File: src/rtl/mem_arb_pkg.sv
// rtl/mem_arb_pkg.sv - shared types and port ids for the two-port memory arbiter
package mem_arb_pkg;

    typedef enum logic [1:0] {
        IDLE  = 2'd0,
        SERVE = 2'd1,
        ACK   = 2'd2
    } state_t;

    localparam logic PORT_A = 1'b0;
    localparam logic PORT_B = 1'b1;

    function automatic logic other_port(input logic port_id);
        return ~port_id;
    endfunction

endpackage

File: src/rtl/rr_pick2.sv
// rtl/rr_pick2.sv - combinational two-way winner select with a priority tie-break
import mem_arb_pkg::*;

module rr_pick2 (
    input  logic a_req,
    input  logic b_req,
    input  logic prio,
    output logic grant_valid,
    output logic grant_id
);

    always_comb begin
        grant_valid = a_req | b_req;
        grant_id    = PORT_A;
        if (a_req && b_req) begin
            grant_id = prio;
        end else if (b_req) begin
            grant_id = PORT_B;
        end
    end

endmodule

File: src/rtl/mem_arbiter_2.sv
// rtl/mem_arbiter_2.sv - round-robin arbiter sharing one register memory between ports A and B
import mem_arb_pkg::*;

module mem_arbiter_2 #(
    parameter int WIDTH      = 32,
    parameter int ADDR_WIDTH = 5
) (
    input  logic                  clk,
    input  logic                  rst,
    input  logic                  a_req,
    input  logic                  a_we,
    input  logic                  a_lock,
    input  logic [ADDR_WIDTH-1:0] a_addr,
    input  logic [WIDTH-1:0]      a_wdata,
    output logic                  a_ack,
    output logic [WIDTH-1:0]      a_rdata,
    input  logic                  b_req,
    input  logic                  b_we,
    input  logic                  b_lock,
    input  logic [ADDR_WIDTH-1:0] b_addr,
    input  logic [WIDTH-1:0]      b_wdata,
    output logic                  b_ack,
    output logic [WIDTH-1:0]      b_rdata,
    output logic                  mem_write,
    output logic [ADDR_WIDTH-1:0] mem_addr,
    output logic [WIDTH-1:0]      mem_idata,
    input  logic [WIDTH-1:0]      mem_odata,
    output logic                  busy
);

    state_t                state;
    state_t                state_nxt;
    logic                  prio;
    logic                  owner;
    logic                  lat_we;
    logic                  lat_lock;
    logic [ADDR_WIDTH-1:0] lat_addr;
    logic [WIDTH-1:0]      lat_wdata;
    logic [WIDTH-1:0]      rdata_reg;
    logic                  grant_valid;
    logic                  grant_id;

    rr_pick2 u_pick (
        .a_req       (a_req),
        .b_req       (b_req),
        .prio        (prio),
        .grant_valid (grant_valid),
        .grant_id    (grant_id)
    );

    always_comb begin
        state_nxt = state;
        case (state)
            IDLE:    if (grant_valid) state_nxt = SERVE;
            SERVE:   state_nxt = ACK;
            ACK:     state_nxt = IDLE;
            default: state_nxt = IDLE;
        endcase
    end

    always_ff @(posedge clk) begin
        if (rst) begin
            state     <= IDLE;
            prio      <= PORT_A;
            owner     <= PORT_A;
            lat_we    <= 1'b0;
            lat_lock  <= 1'b0;
            lat_addr  <= '0;
            lat_wdata <= '0;
            rdata_reg <= '0;
        end else begin
            state <= state_nxt;
            if (state == IDLE && grant_valid) begin
                owner     <= grant_id;
                lat_we    <= (grant_id == PORT_B) ? b_we    : a_we;
                lat_lock  <= (grant_id == PORT_B) ? b_lock  : a_lock;
                lat_addr  <= (grant_id == PORT_B) ? b_addr  : a_addr;
                lat_wdata <= (grant_id == PORT_B) ? b_wdata : a_wdata;
            end
            if (state == SERVE) begin
                rdata_reg <= mem_odata;
                prio      <= lat_lock ? owner : other_port(owner);
            end
        end
    end

    // The latches double as the memory bus so addr/idata hold between transactions.
    // A reset during SERVE suppresses the write so the dropped transaction leaves no trace.
    always_comb begin
        mem_addr  = lat_addr;
        mem_idata = lat_wdata;
        mem_write = (state == SERVE) && lat_we && !rst;
        busy      = (state == SERVE) || (state == ACK);
        a_ack     = (state == ACK) && (owner == PORT_A);
        b_ack     = (state == ACK) && (owner == PORT_B);
        a_rdata   = a_ack ? rdata_reg : '0;
        b_rdata   = b_ack ? rdata_reg : '0;
    end

endmodule

File: config.mk
export PLATFORM = sky130hd
export DESIGN_NAME = mem_arbiter_2
export DESIGN_NICKNAME = d
export VERILOG_FILES = /design/src/rtl/mem_arb_pkg.sv /design/src/rtl/rr_pick2.sv /design/src/rtl/mem_arbiter_2.sv
export SDC_FILE = /design/constraint.sdc
export NUM_CORES = 1
export LEC_CHECK = 0
export ABC_AREA = 1
export ABC_CLOCK_PERIOD_IN_PS = 1440
export CORE_MARGIN = 5
export CORE_UTILIZATION = 35
export DETAILED_ROUTE_END_ITERATION = 10
export HOLD_SLACK_MARGIN = 0.05
export PLACE_DENSITY_LB_ADDON = 0.05
export SLEW_MARGIN = 10
export SYNTH_ARGS = -nofsm -noshare
export SYNTH_HDL_FRONTEND = slang
export SYNTH_SLANG_ARGS = --single-unit
export TNS_END_PERCENT = 10
File: constraint.sdc
create_clock -name clk -period 1.44 [get_ports clk]
set_clock_uncertainty 0.15 [all_clocks]
set_input_delay 0.144 -clock clk [delete_from_list [all_inputs] [get_ports clk]]
set_output_delay 0.144 -clock clk [all_outputs]
set_load 0.01 [all_outputs]
# Word-level counts from Yosys, hierarchy flattened
# Cells that the tools add are included.
# Widths: inputs -> output; s select.
# word_totals
regBits	75
inputBits	114
out_inout_bits	105
wordCells	33
# op_classes
n_eq_ne	3
n_mux	11
bitwise	2
reduce_logical	9
# op_table
cell	n
$mux 32	3
$logic_and 1x1->1	6
$mux 1	5
$mux 5	1
$pmux 2 s2	1
$eq 2x1->1 const B	1
$eq 2x2->1 const B	1
$logic_not 2->1	1
$mux 2	1
$ne 2x2->1 const B	1
$logic_not 1->1	1
$logic_or 1x1->1	1
$not 1->1	1
$or 1x1->1	1

# Logic depth before layout (Yosys ltp)
# Gate-level depths: netlist of run 1.
# depth
depth_word	3
depth_mapped	9
depth_no_buf	7

# Hierarchy
# From an unflattened synthesis of run 1, not the netlist that was laid out.
# unflattened
cells_unflattened	589
area_unflattened_um2	3711.1
# modules_own_cells
mod	instances	cells_each	area_per_inst_um2	seq_area_each_um2
mem_arbiter_2	1	584	3688.5	1501.4
rr_pick2	1	5	22.5	0.0

# Worst setup path before layout of run 1
# Ideal clock, no wire load.
# synth_timing
path_kind	register to output
start	reg state[0]
end	out a_rdata[10]
arrival_ns	1.301
required_ns	1.146
path_slack_ns	-0.155
stages_incl_launch_ff	8
path_buffers	1
path_cell_list	dfxtp_1 -> inv_1 -> ha_1 -> inv_1 -> nor2_1 -> inv_1 -> clkbuf_1 -> nor2_1
# synth_via
elab_chain_len	3
# synth_rtl
element	line	rtl
start: declaration	mem_arbiter_2.sv:31	state_t state;
start signal: assignment	mem_arbiter_2.sv:72	state <= state_nxt;
$eq 2x2->1	mem_arbiter_2.sv:94	a_ack = (state == ACK) && (owner == PORT_A);
$logic_and 1x1->1	mem_arbiter_2.sv:94	
net a_ack	mem_arbiter_2.sv:15	output logic a_ack,
$mux 32	mem_arbiter_2.sv:96	a_rdata = a_ack ? rdata_reg : '0;
end: declaration	mem_arbiter_2.sv:16	output logic [WIDTH-1:0] a_rdata,
# The timed path passes the listed nets, and every way through them passes these cells.

# Worst setup path after layout of run 1
# layout_timing
start	reg state[0]
end	out a_rdata[0]
# layout_via
elab_chain_len	3
# layout_rtl
element	line
$eq 2x2->1	mem_arbiter_2.sv:94
$logic_and 1x1->1	mem_arbiter_2.sv:94
$mux 32	mem_arbiter_2.sv:96
# No other way between the ends.

==> results of run 1 <==
-- path summary, 6_finish.rpt --
| kind | startpoint | endpoint | depth (start not counted) |
|---|---|---|---|
| worst min-delay path | rst | owner | 3 |
| worst min register to register | rdata_reg[0] | rdata_reg[0] | 2 |
| worst max-delay path | state[0] | a_rdata[0] | 8 |
| worst max register to register | state[0] | mem_addr[4] | 10 |
-- per-stage QoR --
step / setup TNS [ps] / hold WS [ps]
final: -28280 / 163
after global routing: -40080 / 160
after CTS: -30910 / 166
after detailed placement: -38540 / 344
after global placement: -34910 / 335
after floorplan: -2030 / 170
-- cell usage after synthesis, types with 2 or more instances --
library cell  number
buf_4              2
a21oi_1           43
buf_6              2
buf_1              8
a211oi_1          32
buf_2             11
nand3_1           79
ha_1               5
nor2_1            98
inv_1            120
clkbuf_1          19
nand2_1           87
dfxtp_1           75
-- per-layer routing --
layer	up-vias	track usage, %	wire length [microns]
met3	9	5.78	937
met2	140	33.5	6250
met5	-	0	0
met1	1907	21.9	5220
met4	0	5.94	103
li1	2235	-	-
-- power by group through the flow --
stage | logic (mW) | registers [mW] | clock network, mW
6_report | 2.12 | 2.47 | 2.00
5_1_grt | 2.35 | 2.51 | 2.17
4_1_cts | 2.12 | 2.47 | 2.06
3_5_place_dp | 2.12 | 2.52 | 0
3_3_place_gp | 2.09 | 2.51 | 0
2_1_floorplan | 0.994 | 2.59 | 0
-- repair_timing --
item                                    CTS  global route
hold buffers                              0             0
resized for setup                       303            52
buffers inserted                          1             0
pin swaps                                44             3
gates cloned                              2             0
endpoints found under the setup margin  179           142
-- cell families after synthesis --
group                    count (synthesis)  share of synthesized area [%]
AND/OR/NAND/NOR                        266                           29.1
AO/OA/AOI/OAI                           77                           12.3
buffers and inverters                  162                           17.0
flip-flops                              75                           39.7
adder cells (fa/ha/maj)                  5                           1.65
XOR/XNOR                                 1                          0.232
-- worst max-delay path, delay by kind of cell, from the launching register on --
| kind | cells | cell delay (ps) |
|---|---|---|
| adder cells (fa/ha/maj) | 1 | 140 |
| buffers and inverters | 5 | 490 |
| flip-flops | 1 | 330 |
| AND/OR/NAND/NOR | 2 | 200 |
-- cell type report --
cell class              count  area [sq um]
repair buffers            250          2320
multi-input cells         349          1860
clock buffers              10           138
well taps                 140           175
clock inverters             6           111
flip-flops and latches     75          1510
fillers                  1010          4130
inverters                 120           458
==> flow_summary.toml, run 1 <==
[run_status]
status = "complete, but fails checks"
failed_checks = "setup timing"

[synthesis]
yosysWarnings = 0
synth_ff_type = "dfxtp_1"
yosysSeqAreaShare_pct = 39.7
async_flop_share_pct = 0
synth_area_leader_cell = "dfxtp_1"
synth_area_per_cell_sq_um = 6.46
synth_top_area_share_pct = 39.7
synth_nets = 705
synth.ff_latch_count = 75
synthTopCellsByArea = "dfxtp_1, inv_1, nand3_1, nor2_1, nand2_1"
synthCells = 586
synth_edf_count = 0
syn_area_sq_um = 3780
synth_cell_types = 18

[floorplanning]
core_sq_um = 10700
initial_core_util_pct = 35.4
pin_count = 219
chipHeight_microns = 114
num_rows = 38
die_area_sq_um = 13000
die_w_microns = 114

[clocking]
cts.clk_slew.worst_paths_ps = 80
numCtsBuffers = 9
clockBufferDepth = 2
cts_tree = "built"
cts_root_buf = "clkbuf_8"
h-tree-depth = 3
clock-sinks = 75
clk_latency_ps = 350

[layout]
layout_common_cells = "inv_1, clkdlybuf4s50_1, nand2_1, nand3_1, dfxtp_1"
drive_gt1_share_pct = 21.1
area_growth_pct = 73.5
finish.instance_area_sq_um = 6560
fin_nets = 924
antennaDiodeCount = 0
final_util_pct = 61.4
instances_no_fill = 950
layout_commonest_cell = "inv_1"

[grt]
grt_pass1_vias = 4128
antenna_found_initial = 0
track_usage_pct = 19.0
grt-ovfl-total = 0
grt_pass1_wl_mm = 20.0
grt_start_max_net_pins = 76

[worst_setup_path]
crit_path_end_kind = "output port"
cp_max_fo = 6
start_kind = "register"
r2r_slack_ps = -190
cp_cell_sequence = "inv_2, ha_4, inv_2, nor2_4, inv_6, buf_16, nor2_1, buf_2"
criticalPathCategory = "register to output port"
crit_top_cell = "inv_2"
required_ps = 1150
crit_slowest_cell = "dfxtp_2"
cp.arrival_ps = 1500
slowest_delay_ps = 330

[detailed_routing]
ant_nets = 0
wl_per_cell_microns = 13.2
wl_mm = 12.5
vias_per_cell = 4.52
vias = 4291
drc = 0
first_iter_violations = 138
dr.pass1.iters = 4

[power]
cell_internal_pwr_mw = 4.59
seq_power_share_pct = 37.5
combPwrFrac_pct = 32.1
p_total_mw = 6.60
p_sw_mw = 2.00
power_density_nw_per_um2 = 1000
leakagePower_nw = 3.22
irDropWorstVdd_v = 0.000452
p_clk_share_pct = 30.4
switching_share_pct = 30.4

[flow_run]
maxCapViolations = 0

[timing]
drv_slew = 0
max_freq_ghz = 0.556
fin_ws_ps = -358
worstMarginPinSlew_ps = 360
grt_setup_unrepaired = "yes"
hold_viol = 0
finalSetupViolations = 140
slew_headroom_pct = 76.0
finalCriticalPeriod_ps = 1800
fin_crit_sh_pct = 125

[place]
port_buffers = 218
hpwl_mm = 9.17
dp_cells = 931
pre_cts_ws_ps = -440
gp_congestion = 0.771
place_area_sq_um = 6400

[worst_hold_path]
worstHoldPathType = "input pin to register"
(Power assumes the default switching activity.)
==> inputs of run 2 (changes only) <==
--- a/config.mk
+++ b/config.mk
@@ -7,7 +7,6 @@
 export LEC_CHECK = 0
 export ABC_AREA = 1
 export ABC_CLOCK_PERIOD_IN_PS = 1440
-export CORE_MARGIN = 5
 export CORE_UTILIZATION = 35
 export DETAILED_ROUTE_END_ITERATION = 10
 export HOLD_SLACK_MARGIN = 0.05
==> run 2 against run 1 <==
Net effect:
- the flow still finishes with violations (setup timing)
- critical path depth did not move
- wire length fell by 6.8%
- sequential power is essentially flat
- hold slack gained 21 ps
- final cell count decreased by 0.53%
- utilization grew 1.0 points
- clock-buffer cell count is 2 higher
- die area decreased by 14%
- register-to-register slack hardly changed
- critical path type unchanged
- highest routed layer unchanged
==> flow_summary.toml, run 2 (synthesis gave the netlist of run 1 again) <==
[timing]
max_freq_ghz = 0.550
finalSetupViolations = 140
fin_crit_sh_pct = 126
slew_headroom_pct = 77.0
grt_setup_unrepaired = "yes"
worstMarginPinSlew_ps = 345
drv_slew = 0
hold_viol = 0
fin_ws_ps = -379
finalCriticalPeriod_ps = 1820

[worst_setup_path]
cp.arrival_ps = 1530
crit_slowest_cell = "dfxtp_2"
r2r_slack_ps = -180
crit_top_cell = "inv_2"
cp_cell_sequence = "inv_2, ha_4, inv_2, nor2_4, inv_6, buf_4, nor2_1, buf_2"
reg2reg_depth = 8
crit_path_end_kind = "output port"
r2r-start = "state[1]"
slowest_delay_ps = 330
r2r_end = "rdata_reg[9]"
start_kind = "register"
cp_max_fo = 7
required_ps = 1150
criticalPathCategory = "register to output port"
cp_num_buf_inv = 5
cp_top_family = "buffers and inverters"

[worst_hold_path]
min_path_cells = 3
hold_end = "state[1]"
worstHoldPathType = "input pin to register"
min_from = "rst"

[power]
seq_power_share_pct = 41.6
p_sw_mw = 1.95
switching_share_pct = 32.6
leakagePower_nw = 3.17
power_density_nw_per_um2 = 918
cell_internal_pwr_mw = 4.02
irDropWorstVdd_v = 0.000559
combPwrFrac_pct = 34.8
p_clk_share_pct = 23.6

[grt]
grt-ovfl-total = 0
grt_pass1_wl_mm = 18.7
track_usage_pct = 20.7
antenna_found_initial = 0
grt_start_max_net_pins = 76
grt_pass1_vias = 3957

[detailed_routing]
dr.pass1.iters = 4
vias_per_cell = 4.57
ant_nets = 0
drc = 0
wl_per_cell_microns = 12.3
wl_mm = 11.7
vias = 4314
first_iter_violations = 157

[clocking]
numCtsBuffers = 9
hold_buffers = 0
clockBufferDepth = 2
clock-sinks = 75
cts_root_buf = "clkbuf_8"
h-tree-depth = 3
clk_latency_ps = 340
cts_tree = "built"
cts.clk_slew.worst_paths_ps = 80

[layout]
area_growth_pct = 71.7
layout_common_cells = "inv_1, clkdlybuf4s50_1, nand2_1, nand3_1, dfxtp_1"
fin_nets = 924
drive_gt1_share_pct = 23.5
num-fill-cells = 982
instances_no_fill = 945
antennaDiodeCount = 0
layout_commonest_cell = "inv_1"
final_util_pct = 62.4

[run_status]
status = "complete, but fails checks"
failed_checks = "setup timing"

[place]
port_buffers = 218
pre_cts_ws_ps = -480
gp_congestion = 0.763
dp_cells = 924
hpwl_mm = 8.27

[floorplanning]
core_sq_um = 10400
num_rows = 37
chipHeight_microns = 106
die_w_microns = 106
die_area_sq_um = 11200
pin_count = 219
initial_core_util_pct = 36.3

[flow_run]
maxCapViolations = 0
-- run 2: cell types whose count changed in the layout (fill, tap and decap cells not counted), sizes merged --
cell         previous run  this run
buf                    97       101
dlygate4sd2            41        37
bufinv                  3         0
clkbuf                 10        12
clkinv                  1         3
clkinvlp                1         0
inv                   121       120
-- run 2: power groups by stage --
stage	Combinational (mW)	Clock [mW]	Sequential, mW
after floorplan	0.994	0	2.59
after global placement	2.06	0	2.51
after detailed placement	2.09	0	2.53
after CTS	2.06	1.46	2.48
after global routing	2.30	1.55	2.51
final	2.08	1.41	2.48
-- run 2: timing repair --
item,4_1_cts,5_1_grt
setup endpoints to repair,177,142
pin swaps,40,6
buffers inserted,2,1
gates cloned,3,0
resized for setup,352,27
-- run 2: layout make-up --
| class | instances | area [sq um] | area share [%] |
|---|---|---|---|
| Clock buffer | 12 | 145 | 2.23 |
| Tap cell | 136 | 170 | 2.62 |
| Timing Repair Buffer | 250 | 2290 | 35.3 |
| Inverter | 120 | 458 | 7.05 |
| Clock inverter | 3 | 15.0 | 0.231 |
| Sequential cell | 75 | 1510 | 23.2 |
| Multi-Input combinational cell | 349 | 1910 | 29.4 |
-- run 2: how the worst max path moves through the flow --
stage                  start             to  slack, ps  cells after the start
floorplan           state[1]  rdata_reg[10]        -60                      6
global placement    state[0]     a_rdata[2]       -450                      8
detailed placement  state[0]    a_rdata[19]       -480                      8
CTS                 state[0]    a_rdata[19]       -400                      8
global route        state[0]    a_rdata[16]       -470                      8
finish              state[0]    a_rdata[31]       -380                      8
-- run 2: layer usage --
| metal | GRT usage (%) | part of all wire (%) | vias to the layer above |
|---|---|---|---|
| li1 | - | - | 2247 |
| met1 | 23.5 | 41 | 1910 |
| met5 | 0 | 0 | - |
| met3 | 5.33 | 8.1 | 11 |
| met4 | 6.55 | 1.1 | 0 |
| met2 | 37.9 | 50 | 146 |
-- run 2: stage by stage --
step	hold WS [ps]	TNS [ps]	total power [mW]	cell area [sq um]
3_3_place_gp	325	-37870	4.57	6360
5_1_grt	185	-39550	6.36	6500
4_1_cts	163	-30810	6.00	6400
6_report	185	-28270	5.96	6500
2_1_floorplan	170	-2030	3.58	3890
3_5_place_dp	331	-41430	4.61	6360
-- run 2: worst register-to-register path, cell delays in order (launching register included) --
cell and delay, ps:
dfxtp_2 360, buf_4 130, inv_4 50, ha_4 150, inv_2 60, buf_6 110
buf_16 240, nor2_1 90, a211oi_1 190
